$ cat src/rtl/lcd_pixel_feeder.sv
// lcd_pixel_feeder
//
// Streams 16-bit pixel words from an upstream frame FIFO to an RGB panel
// path. It generates the panel raster timing and issues one FIFO read per
// active pixel slot.
//
// Latency model: the horizontal and vertical counters define slot t. The
// read request for slot t is combinational in cycle t. Every panel output
// (en, den, hsync_n, vsync_n, frame_start, out_source_data) appears in cycle
// t+1, so the panel sees one consistent one-cycle latency.
//
// Ports:
//   clk_9            in   pixel clock (only clock)
//   reset_n          in   synchronous active-low reset
//   fifo_q[15:0]     in   FIFO word, valid the cycle after fifo_rdreq
//   fifo_empty       in   FIFO empty flag
//   fifo_rdreq       out  FIFO read request (one word per cycle asserted)
//   out_source_data  out  pixel word to colour converter
//   en               out  pixel-valid strobe
//   hsync_n/vsync_n  out  panel syncs, active low
//   den              out  panel data enable, identical to en
//   frame_start      out  one-cycle pulse marking raster position (0,0)
//   underflow        out  sticky underflow flag
//
// Build option FEEDER_UNDERFLOW_FILL_EN:
//   defined   - a starved slot emits 16'h00FF; underflow is set and stays
//               set until reset or the next frame_start
//   undefined - a starved slot repeats the previous word; underflow is 0

module lcd_pixel_feeder #(
    parameter int unsigned H_SYNC   = 41,
    parameter int unsigned H_BP     = 2,
    parameter int unsigned H_ACTIVE = 480,
    parameter int unsigned H_FP     = 2,
    parameter int unsigned V_SYNC   = 10,
    parameter int unsigned V_BP     = 2,
    parameter int unsigned V_ACTIVE = 272,
    parameter int unsigned V_FP     = 2
) (
    input  logic        clk_9,
    input  logic        reset_n,
    input  logic [15:0] fifo_q,
    input  logic        fifo_empty,
    output logic        fifo_rdreq,
    output logic [15:0] out_source_data,
    output logic        en,
    output logic        hsync_n,
    output logic        vsync_n,
    output logic        den,
    output logic        frame_start,
    output logic        underflow
);

    localparam int unsigned H_TOTAL = H_SYNC + H_BP + H_ACTIVE + H_FP;
    localparam int unsigned V_TOTAL = V_SYNC + V_BP + V_ACTIVE + V_FP;
    // One extra count of headroom keeps the window end representable.
    localparam int unsigned HW = $clog2(H_TOTAL + 1);
    localparam int unsigned VW = $clog2(V_TOTAL + 1);

    localparam logic [HW-1:0] H_SYNC_END = HW'(H_SYNC);
    localparam logic [HW-1:0] H_ACT_BEG  = HW'(H_SYNC + H_BP);
    localparam logic [HW-1:0] H_ACT_END  = HW'(H_SYNC + H_BP + H_ACTIVE);
    localparam logic [HW-1:0] H_LAST     = HW'(H_TOTAL - 1);
    localparam logic [VW-1:0] V_SYNC_END = VW'(V_SYNC);
    localparam logic [VW-1:0] V_ACT_BEG  = VW'(V_SYNC + V_BP);
    localparam logic [VW-1:0] V_ACT_END  = VW'(V_SYNC + V_BP + V_ACTIVE);
    localparam logic [VW-1:0] V_LAST     = VW'(V_TOTAL - 1);

    logic [HW-1:0] h_cnt_q, h_cnt_d;
    logic [VW-1:0] v_cnt_q, v_cnt_d;
    logic          h_act, v_act, act_slot, origin;
    logic          rd_q;
    logic          en_q, hsync_q, vsync_q, fs_q;
    logic [15:0]   data_q, data_d;

    // Raster counters
    always_comb begin
        h_cnt_d = h_cnt_q + 1'b1;
        v_cnt_d = v_cnt_q;
        if (h_cnt_q == H_LAST) begin
            h_cnt_d = '0;
            v_cnt_d = (v_cnt_q == V_LAST) ? '0 : v_cnt_q + 1'b1;
        end
    end

    assign h_act    = (h_cnt_q >= H_ACT_BEG) && (h_cnt_q < H_ACT_END);
    assign v_act    = (v_cnt_q >= V_ACT_BEG) && (v_cnt_q < V_ACT_END);
    assign act_slot = h_act && v_act;
    assign origin   = (h_cnt_q == '0) && (v_cnt_q == '0);

    // Gated by reset_n so that no word is consumed in a reset cycle,
    // even when the counters still point into the active window.
    assign fifo_rdreq = reset_n && act_slot && !fifo_empty;

    always_ff @(posedge clk_9) begin
        if (!reset_n) begin
            h_cnt_q <= '0;
            v_cnt_q <= '0;
            rd_q    <= 1'b0;
            en_q    <= 1'b0;
            hsync_q <= 1'b1;
            vsync_q <= 1'b1;
            fs_q    <= 1'b0;
            data_q  <= 16'h0000;
        end else begin
            h_cnt_q <= h_cnt_d;
            v_cnt_q <= v_cnt_d;
            rd_q    <= fifo_rdreq;
            en_q    <= act_slot;
            hsync_q <= !(h_cnt_q < H_SYNC_END);
            vsync_q <= !(v_cnt_q < V_SYNC_END);
            fs_q    <= origin;
            data_q  <= data_d;
        end
    end

`ifdef FEEDER_UNDERFLOW_FILL_EN
    logic fill_q;   // previous slot was active but starved
    logic uf_q;

    always_ff @(posedge clk_9) begin
        if (!reset_n) begin
            fill_q <= 1'b0;
            uf_q   <= 1'b0;
        end else begin
            fill_q <= act_slot && fifo_empty;
            // Clearing at the frame origin makes the flag drop in the same
            // cycle that frame_start is presented.
            if (origin) begin
                uf_q <= 1'b0;
            end else if (act_slot && fifo_empty) begin
                uf_q <= 1'b1;
            end
        end
    end

    always_comb begin
        data_d = data_q;
        if (rd_q) begin
            data_d = fifo_q;
        end else if (fill_q) begin
            data_d = 16'h00FF;
        end
    end

    assign underflow = uf_q;
`else
    // A starved slot simply keeps presenting the last word.
    always_comb begin
        data_d = data_q;
        if (rd_q) begin
            data_d = fifo_q;
        end
    end

    assign underflow = 1'b0;
`endif

    // fifo_q is only valid in the cycle after the read, so the word is
    // forwarded combinationally and captured for the hold case.
    assign out_source_data = data_d;
    assign en              = en_q;
    assign den             = en_q;
    assign hsync_n         = hsync_q;
    assign vsync_n         = vsync_q;
    assign frame_start     = fs_q;

endmodule

$ cat config.mk
export PLATFORM = sky130hd
export DESIGN_NAME = lcd_pixel_feeder
export DESIGN_NICKNAME = d
export VERILOG_FILES = /design/src/rtl/lcd_pixel_feeder.sv
export SDC_FILE = /design/constraint.sdc
export NUM_CORES = 1
export LEC_CHECK = 0
export ABC_AREA = 1
export BUFFER_PORTS_ARGS = -buffer_cell sky130_fd_sc_hd__buf_2
export CAP_MARGIN = 10
export CORE_MARGIN = 1.5
export CORE_UTILIZATION = 50
export CTS_CLUSTER_SIZE = 30
export DETAILED_ROUTE_END_ITERATION = 16
export PLACE_DENSITY_LB_ADDON = 0.25
export SLEW_MARGIN = 20
export SYNTH_ARGS = -nofsm -noshare
export SYNTH_HDL_FRONTEND = slang
export SYNTH_SLANG_ARGS = --single-unit
$ cat constraint.sdc
create_clock -name clk_9 -period 2.45 [get_ports clk_9]
set_input_delay 0.3675 -clock clk_9 [delete_from_list [all_inputs] [get_ports clk_9]]
set_output_delay 0.3675 -clock clk_9 [all_outputs]
set_load 0.005 [all_outputs]
==> results of run 1 <==
[sequential cells by signal (all words and copies together) (netlist names)]
name	count
data_q	16
den	1
frame_start	1
h_cnt_q	10
hsync_n	1
rd_q	1
v_cnt_q	9
vsync_n	1
[final cells by class]
cell class	count	share of cell area
Clock buffer	7	0.0419
Clock inverter	1	0.0131
Inverter	30	0.0490
Multi-Input combinational cell	207	0.431
Sequential cell	40	0.348
Tap cell	48	0.0261
Timing Repair Buffer	41	0.0904
[worst min-delay path by stage]
stage                           from          to  slack (ns)
after floorplan           h_cnt_q[0]  h_cnt_q[0]        0.43
after global placement    h_cnt_q[0]  h_cnt_q[0]        0.44
after detailed placement  h_cnt_q[0]  h_cnt_q[0]        0.45
after CTS                 fifo_empty        rd_q        0.24
after global routing      fifo_empty        rd_q        0.24
final                     fifo_empty        rd_q        0.24
[power breakdown]
part | internal (mW) | switching, mW | total (mW)
sequential | 0.657 | 0.00527 | 0.663
combinational | 0.0220 | 0.0289 | 0.0509
clock | 0.359 | 0.214 | 0.573
[layout by cell type (no fill, tap or decap), types with 5 or more instances in the layout]
cell / n
nand4_1: 7
dfxtp_1: 40
clkbuf_8: 7
o21ai_0: 6
nand3_1: 11
inv_1: 29
a21oi_1: 22
nand2_1: 94
buf_2: 40
nor2_1: 39
ha_1: 5
[layer usage]
layer | global-route usage | routed length (um) | vias up | part of all wire
met2 | 0.291 | 1580 | 47 | 0.43
met4 | 0.0859 | 80 | 0 | 0.022
met1 | 0.259 | 1810 | 739 | 0.49
li1 | - | - | 976 | -
met5 | 0 | 0 | - | 0
met3 | 0.0565 | 223 | 9 | 0.060
[per-stage QoR]
stage | power [mW] | utilization | cell area (sq um) | setup WS, ns | cells
after CTS | 1.30 | 0.623 | 2300 | 0.499 | 374
final | 1.29 | 0.623 | 2300 | 0.525 | 374
after global routing | 1.34 | 0.623 | 2300 | 0.388 | 374
after detailed placement | 0.729 | 0.589 | 2170 | 0.842 | 366
after floorplan | 0.706 | - | 1950 | 1.06 | 284
after global placement | 0.729 | 0.589 | 2170 | 0.881 | 366
[worst max-delay path: stages, from the launching register on]
cell and delay, ns:
dfxtp_1 0.43, inv_1 0.11, nor2_1 0.13, nand3_1 0.10
o21ai_1 0.13, nand3_1 0.15, nor2_1 0.10, buf_2 0.11
[cell families after synthesis]
| kind of cell | count (synthesis) | synth area share |
|---|---|---|
| other | 1 | 0.00192 |
| adder cells (fa/ha/maj) | 5 | 0.0321 |
| XOR/XNOR | 1 | 0.00450 |
| AND/OR/NAND/NOR | 166 | 0.376 |
| buffers and inverters | 37 | 0.0803 |
| flip-flops | 40 | 0.411 |
| AO/OA/AOI/OAI | 34 | 0.0944 |
==> qor.yml, run 1 <==
setup_path:
  rrSetupSlack_ns: 0.95
  path_max_fanout: 6
  r2r_start: "h_cnt_q[0]"
  cp.arrival_ns: 1.56
  critical_path.startpoint: "h_cnt_q[3]"
  critPathRequiredTime_ns: 2.08
  rr_worst_depth: 9
  rr_endpoint: "v_cnt_q[2]"
  crit_end: "fifo_rdreq"
  worst_setup_path_start_kind: "register"
  crit_type: "reg2out"
  end_kind: "output port"
layout:
  fillers: 353
  ff_latch_area_sq_um: 801
  drive_gt1_frac: 0.193
  multi_input_area_sq_um: 991
  fin_nets: 349
  syn_to_final_growth_pct: 18.0
  n_antenna_cell: 0
detailed_routing:
  firstDrtPassIters: 4
  drt_wl_total_um: 3690
  wl_per_cell_um: 9.86
  route.antenna.remaining_nets: 0
  drt_iter0_drc: 61
  remaining_drc_errors: 0
  via_per_inst: 4.74
  num_vias: 1771
power_and_ir_drop:
  power_density_nw_per_um2: 560
  p_leak_nw: 1.14
  vdd.ir_drop.worst_mv: 0.255
clock_network:
  cts_max_level: 2
  cts_buffers: 5
  tritoncts: "built"
  postCtsSetupBuffers: 0
  insertion_delay_ns: 0.29
  cts_root_buf: "clkbuf_8"
  hold_buffers: 0
  clkTransAtPathRegs_ns: 0.07
  clock-sinks: 40
  cts_resized: 0
  clk_path_buf_depth: 2
global_route:
  grt_max_degree: 20
  grt_first_pass_wirelength_um: 6350
  grt_usage: 0.194
  antenna_found_initial: 0
  grt_pass1_vias: 1433
  grt_overflow_total: 0
sta:
  fin_tns_setup_ns: 0
  fin_crit_sh: 0.786
  finClkSkew_ns: 0.00888
  hold_violations: 0
  fmax_mhz: 520
  finalSetupViolations: 0
  rsz0062_at_grt: "no"
  hold_ws_ns: 0.244
  slew_violations: 0
  period_minus_slack_ns: 1.92
logic_synthesis:
  syn_inst: 284
  synth_cell_types: 28
  async_flop_share: 0
  ys_seq_area_frac: 0.411
  avgSynthCellArea_sq_um: 6.86
  syn-num-nets: 308
  yosys.area.top_type_share: 0.411
  synthFlopType: "dfxtp_1"
  synthTopCellsByCount: "94 x nand2_1, 40 x dfxtp_1, 39 x nor2_1"
  synth-edff-count: 0
  ys_seq_elements: 40
  synth_most_common_cell: "nand2_1"
  synthesis.area_sq_um: 1950
  synth_area_leader_cell: "dfxtp_1"
  yosys_warnings: 0
  synthTopCellsByArea: "dfxtp_1 41%, nand2_1 18%, nor2_1 7.5%"
outcome:
  outcome: "finished clean"
place:
  numPortBuffers: 40
  gp_congestion: 0.890
  dpl.hpwl_um: 2790
floorplan:
  die_area_sq_um: 4280
  start_util: 0.528
  row_count: 22
  die_w_um: 65.4
  fp.dieH_um: 65.4
  core_area_sq_um: 3690
  io_pins: 42
hold_path:
  hold-path-cell-count: 2
  hp-class: "in2reg"
run:
  maxCapViolations: 0
Power figures use the tool's default switching activity.
==> run 2, diff against run 1 <==
--- a/config.mk
+++ b/config.mk
@@ -5,7 +5,7 @@
 export SDC_FILE = /design/constraint.sdc
 export NUM_CORES = 1
 export LEC_CHECK = 0
-export ABC_AREA = 1
+export ABC_AREA = 0
 export BUFFER_PORTS_ARGS = -buffer_cell sky130_fd_sc_hd__buf_2
 export CAP_MARGIN = 10
 export CORE_MARGIN = 1.5
==> constraint.sdc (replaced) <==
create_clock -name clk_9 -period 1.9 [get_ports clk_9]
set_input_delay 0.285 -clock clk_9 [delete_from_list [all_inputs] [get_ports clk_9]]
set_output_delay 0.285 -clock clk_9 [all_outputs]
set_load 0.005 [all_outputs]
==> qor.yml, run 2 <==
logic_synthesis:
  synth_compound_area_frac: 0.0615
  synth_most_common_cell: "dfxtp_1"
  synth-xor-area-share: 0.0526
  synth_mux_area_frac: 0.0984
  synthesis.area_sq_um: 1830
  async_flop_share: 0
  synthTopCellsByCount: "40 x dfxtp_1, 16 x and2_1, 16 x mux2_2"
  synth_area_leader_cell: "dfxtp_1"
  synthTopCellsByArea: "dfxtp_1 44%, mux2_2 9.8%, and2_1 5.5%"
  ys_seq_area_frac: 0.437
  avgSynthCellArea_sq_um: 9.74
  synth_top_family_by_area: "simple AND/OR/NAND/NOR gates"
  synth_cell_types: 40
  synthFlopType: "dfxtp_1"
  syn-num-nets: 212
  synth-edff-count: 0
  yosys_warnings: 0
  synth_fa_ha_area_frac: 0.0342
  yosys.area_share.simple: 0.273
  yosys.area.top_type_share: 0.437
  syn_inst: 188
  ys_seq_elements: 40
power_and_ir_drop:
  pwr-share-seq: 0.580
  vdd.ir_drop.worst_mv: 0.405
  pwr-share-clk: 0.365
  swShare: 0.211
  power_density_nw_per_um2: 618
  combinationalPowerShare: 0.055
  p_leak_nw: 1.08
  intPower_mw: 1.16
  p_sw_uw: 311
floorplan:
  io_pins: 42
  die_w_um: 63.5
  die_area_sq_um: 4030
  start_util: 0.536
  fp.dieH_um: 63.5
  core_area_sq_um: 3420
  row_count: 21
place:
  place_ws_ns: 0.00520
  dpl.hpwl_um: 2740
  placed_area_sq_um: 2220
  numPortBuffers: 40
  gp_congestion: 0.857
clock_network:
  clkTransAtPathRegs_ns: 0.11
  cts_root_buf: "clkbuf_4"
  cts_max_level: 2
  tritoncts: "built"
  clock-sinks: 40
  cts_buffers: 5
  hold_buffers: 0
  clk_path_buf_depth: 2
  insertion_delay_ns: 0.34
sta:
  slew_violations: 0
  finClkSkew_ns: 0.00862
  period_minus_slack_ns: 2.12
  finalWorstSetupSlack_ns: -0.223
  rsz0062_at_grt: "yes"
  finalSetupViolations: 1
  fmax_mhz: 471
  fin_crit_sh: 1.12
  hold_violations: 0
  hold_ws_ns: 0.111
detailed_routing:
  wl_per_cell_um: 13.8
  drt_iter0_drc: 39
  drt_wl_total_um: 4110
  firstDrtPassIters: 4
  remaining_drc_errors: 0
  route.antenna.remaining_nets: 0
  via_per_inst: 5.30
  num_vias: 1585
setup_path:
  critical_path.startpoint: "v_cnt_q[6]"
  slowest_delay_ns: 0.41
  critPathRequiredTime_ns: 1.62
  crit_type: "reg2out"
  r2r_start: "h_cnt_q[0]"
  slowest_stage: "or3_4"
  path_max_fanout: 3
  cp_num_buf_inv: 2
  critical_path.top_delay_family: "simple AND/OR/NAND/NOR gates"
  cp_num_cells: 6
  crit_chain: "or3_4 -> a2111oi_2 -> buf_4 -> a2111oi_4 -> nor2b_1 -> buf_2"
  end_kind: "output port"
  rr_worst_depth: 7
  worst_setup_path_start_kind: "register"
  cp.arrival_ns: 1.84
global_route:
  grt_first_pass_wirelength_um: 6670
  grt_max_degree: 26
  grt_pass1_vias: 1456
  grt_overflow_total: 0
  grt_usage: 0.208
  antenna_found_initial: 0
layout:
  final_common_cell: "buf_2"
  n_antenna_cell: 0
  fillers: 266
  final_area_sq_um: 2390
  drive_gt1_frac: 0.447
  ff_latch_area_sq_um: 811
  reg_top3: "data_q (16), h_cnt_q (10), v_cnt_q (9)"
  final_cell_mix: "40 x buf_2, 32 x dfxtp_1, 25 x buf_4, 16 x mux2_2, 16 x and2_1"
  largest_reg_flops: 16
  syn_to_final_growth_pct: 30.5
  multi_input_area_sq_um: 1010
  fin_nets: 276
  regMostFlops: "data_q"
hold_path:
  hp-start: "fifo_empty"
  hold-path-cell-count: 2
  hp-class: "in2reg"
run:
  maxCapViolations: 0
outcome:
  outcome: "finished, violations left"
  violations: "negative setup slack"
## run 2: cell count changes in the layout (fill, tap and decap cells not counted), moves of 6 or more
cell	delta
mux2_2	+16
inv_1	-24
nand2_1	-86
dfxtp_2	+8
dfxtp_1	-8
and2_1	+16
xor2_1	+10
buf_4	+24
clkbuf_8	-7
nand3_1	-6
nor2_1	-26
a21oi_1	-18
## run 2: power by group through the flow
| stage | sequential [mW] | combinational [mW] | clock [mW] |
|---|---|---|---|
| floorplan | 0.875 | 0.0295 | 0 |
| global placement | 0.870 | 0.0758 | 0 |
| detailed placement | 0.871 | 0.0779 | 0 |
| CTS | 0.852 | 0.0796 | 0.546 |
| global route | 0.857 | 0.0905 | 0.592 |
| finish | 0.855 | 0.0817 | 0.538 |
## run 2: area by class of cell
class                      instances  area share
multi-input combinational        133       0.425
timing repair buffer              67       0.172
sequential                        40       0.339
clock inverter                     2      0.0147
tap                               46      0.0241
clock buffer                       6      0.0173
inverter                           5     0.00786
## run 2: timing repair
action | 4_1_cts | 5_1_grt
setup endpoints to repair | 1 | 8
pin swaps | 3 | 4
setup buffers | 1 | 1
cloned | 0 | 0
resized for setup | 10 | 13
## run 2: worst paths after layout
path | to | slack (ns)
min | rd_q | 0.11
min reg2reg | v_cnt_q[0] | 0.54
max | fifo_rdreq | -0.22
max reg2reg | v_cnt_q[7] | 0.09
## run 2: kinds of logic after synthesis
group	count (synthesis)
other	1
buffers and inverters	15
DFF	40
and+or+nand+nor	83
AOI/OAI and AO/OA	17
xor gates and xnor gates	11
muxes	16
adders and majority gates	5
## run 2: per-stage QoR
stage / util / power [mW] / TNS [ns] / instances
after floorplan: - / 0.905 / 0 / 188
after global placement: 0.650 / 0.946 / 0 / 289
after detailed placement: 0.650 / 0.949 / 0 / 289
after CTS: 0.686 / 1.48 / -0.247 / 298
after global routing: 0.699 / 1.54 / -0.337 / 299
final: 0.699 / 1.48 / -0.223 / 299
## run 2: worst register-to-register path, stage by stage (launching register included)
cell and delay, ns:
dfxtp_2 0.36, buf_4 0.16, inv_1 0.06, ha_1 0.16, and4_4 0.28, nand3_4 0.08, or4_1 0.51, a21oi_1 0.15
## run 2: layer usage
metal / vias to the layer above / share of wire / GRT usage
met3: 9 / 0.069 / 0.0357
met1: 722 / 0.43 / 0.263
met5: - / 0 / 0
li1: 784 / - / -
met4: 0 / 0.018 / 0.0652
met2: 70 / 0.48 / 0.361
==> run 3, diff against run 2 <==
--- a/config.mk
+++ b/config.mk
@@ -17,3 +17,4 @@
 export SYNTH_ARGS = -nofsm -noshare
 export SYNTH_HDL_FRONTEND = slang
 export SYNTH_SLANG_ARGS = --single-unit
+export TNS_END_PERCENT = 10
==> qor.yml, run 3 (synthesis gave the netlist of run 2 again) <==
sta:
  rsz0062_at_grt: "yes"
  period_minus_slack_ns: 2.13
  finalWorstSetupSlack_ns: -0.227
  fin_tns_setup_ns: -0.227
  hold_ws_ns: 0.111
  hold_violations: 0
  finClkSkew_ns: 0.00588
  fin_crit_sh: 1.12
  fmax_mhz: 470
  slew_violations: 0
  finalSetupViolations: 1
clock_network:
  cts_buffers: 5
  hold_buffers: 0
  cts_max_level: 2
  clk_path_buf_depth: 2
  insertion_delay_ns: 0.34
  clock-sinks: 40
  cts_root_buf: "clkbuf_4"
  clkTransAtPathRegs_ns: 0.11
  tritoncts: "built"
power_and_ir_drop:
  total_power_mw: 1.47
  power_density_nw_per_um2: 621
  vdd.ir_drop.worst_mv: 0.397
  p_leak_nw: 1.08
layout:
  final_area_sq_um: 2370
  reg_top3: "data_q (16), h_cnt_q (10), v_cnt_q (9)"
  regMostFlops: "data_q"
  fin_nets: 276
  fin_cells: 299
  final_common_cell: "buf_2"
  syn_to_final_growth_pct: 29.4
  n_antenna_cell: 0
  largest_reg_flops: 16
  final_cell_mix: "40 x buf_2, 34 x dfxtp_1, 27 x buf_4, 16 x mux2_2, 16 x and2_1"
  drive_gt1_frac: 0.439
place:
  placed_area_sq_um: 2220
  gp_congestion: 0.857
  numPortBuffers: 40
  placed_cells: 289
  dpl.hpwl_um: 2740
setup_path:
  critPathRequiredTime_ns: 1.62
  path_max_fanout: 6
  worst_setup_path_start_kind: "register"
  cp_num_buf_inv: 2
  end_kind: "output port"
  slowest_delay_ns: 0.39
  crit_chain: "buf_4 -> nor3b_4 -> nand3_2 -> a2111oi_4 -> nor2b_1 -> buf_2"
  crit_type: "reg2out"
  critical_path.top_delay_family: "simple AND/OR/NAND/NOR gates"
  slowest_stage: "a2111oi_4"
  rrSetupSlack_ns: 0.10
  cp.arrival_ns: 1.84
floorplan:
  die_area_sq_um: 4030
  core_area_sq_um: 3420
  io_pins: 42
  die_w_um: 63.5
  row_count: 21
  fp.dieH_um: 63.5
  start_util: 0.536
outcome:
  outcome: "finished, violations left"
  violations: "negative setup slack"
detailed_routing:
  drt_iter0_drc: 25
  route.antenna.remaining_nets: 0
  num_vias: 1569
  remaining_drc_errors: 0
  firstDrtPassIters: 4
  drt_wl_total_um: 3990
  wl_per_cell_um: 13.3
  via_per_inst: 5.25
global_route:
  grt_pass1_vias: 1456
  grt_first_pass_wirelength_um: 6670
  grt_usage: 0.208
  grt_max_degree: 26
  grt_overflow_total: 0
  antenna_found_initial: 0
run:
  maxCapViolations: 0
hold_path:
  hp-class: "in2reg"
run 3: through the flow:
stage | setup slack [ns] | util
after floorplan | 0.0252 | -
after global placement | 0.0317 | 0.650
after detailed placement | 0.00520 | 0.650
after CTS | -0.247 | 0.686
after global routing | -0.361 | 0.693
final | -0.227 | 0.693
run 3: cell type report:
cell class,instances,area (sq um)
Clock inverter,2,35.0
Sequential cell,40,808
Fill cell,269,1050
Timing Repair Buffer,67,403
Tap cell,46,57.6
Clock buffer,6,41.3
Multi-Input combinational cell,133,1000
Inverter,5,18.8
run 3: path summary, 6_finish.rpt:
check | from | endpoint | depth (start not counted)
setup / recovery | h_cnt_q[5] | fifo_rdreq | 6
setup reg to reg | h_cnt_q[8] | v_cnt_q[7] | 7
hold reg to reg | v_cnt_q[0] | v_cnt_q[0] | 3
hold / removal | fifo_empty | rd_q | 2
run 3: metal layers:
layer  wire (um)  vias to the layer above  global-route usage  share of wire
li1            -                      785                   -              -
met1        1790                      722               0.263           0.45
met2        1880                       55               0.361           0.47
met3         257                        7              0.0357          0.064
met4          57                        0              0.0652          0.014
met5           0                        -                   0              0
run 3: timing repair:
item | in CTS | in global routing
setup buffers | 1 | 1
pin swaps | 3 | 3
resized for setup | 10 | 8
endpoints found under the setup margin | 1 | 8
run 3: worst register-to-register path, delay by kind of cell (launching register included):
family	cells	cell delay [ns]
buf+inv	3	0.44
flops	1	0.36
compound gates	1	0.15
simple gates	3	0.79
run 3: where the power goes:
part	switching, mW	leakage (nW)	total, mW	internal [mW]
registers	0.00444	0.326	0.853	0.849
clock network	0.261	0.0422	0.537	0.276
logic	0.0409	0.711	0.0802	0.0394
total	0.306	1.08	1.47	1.16
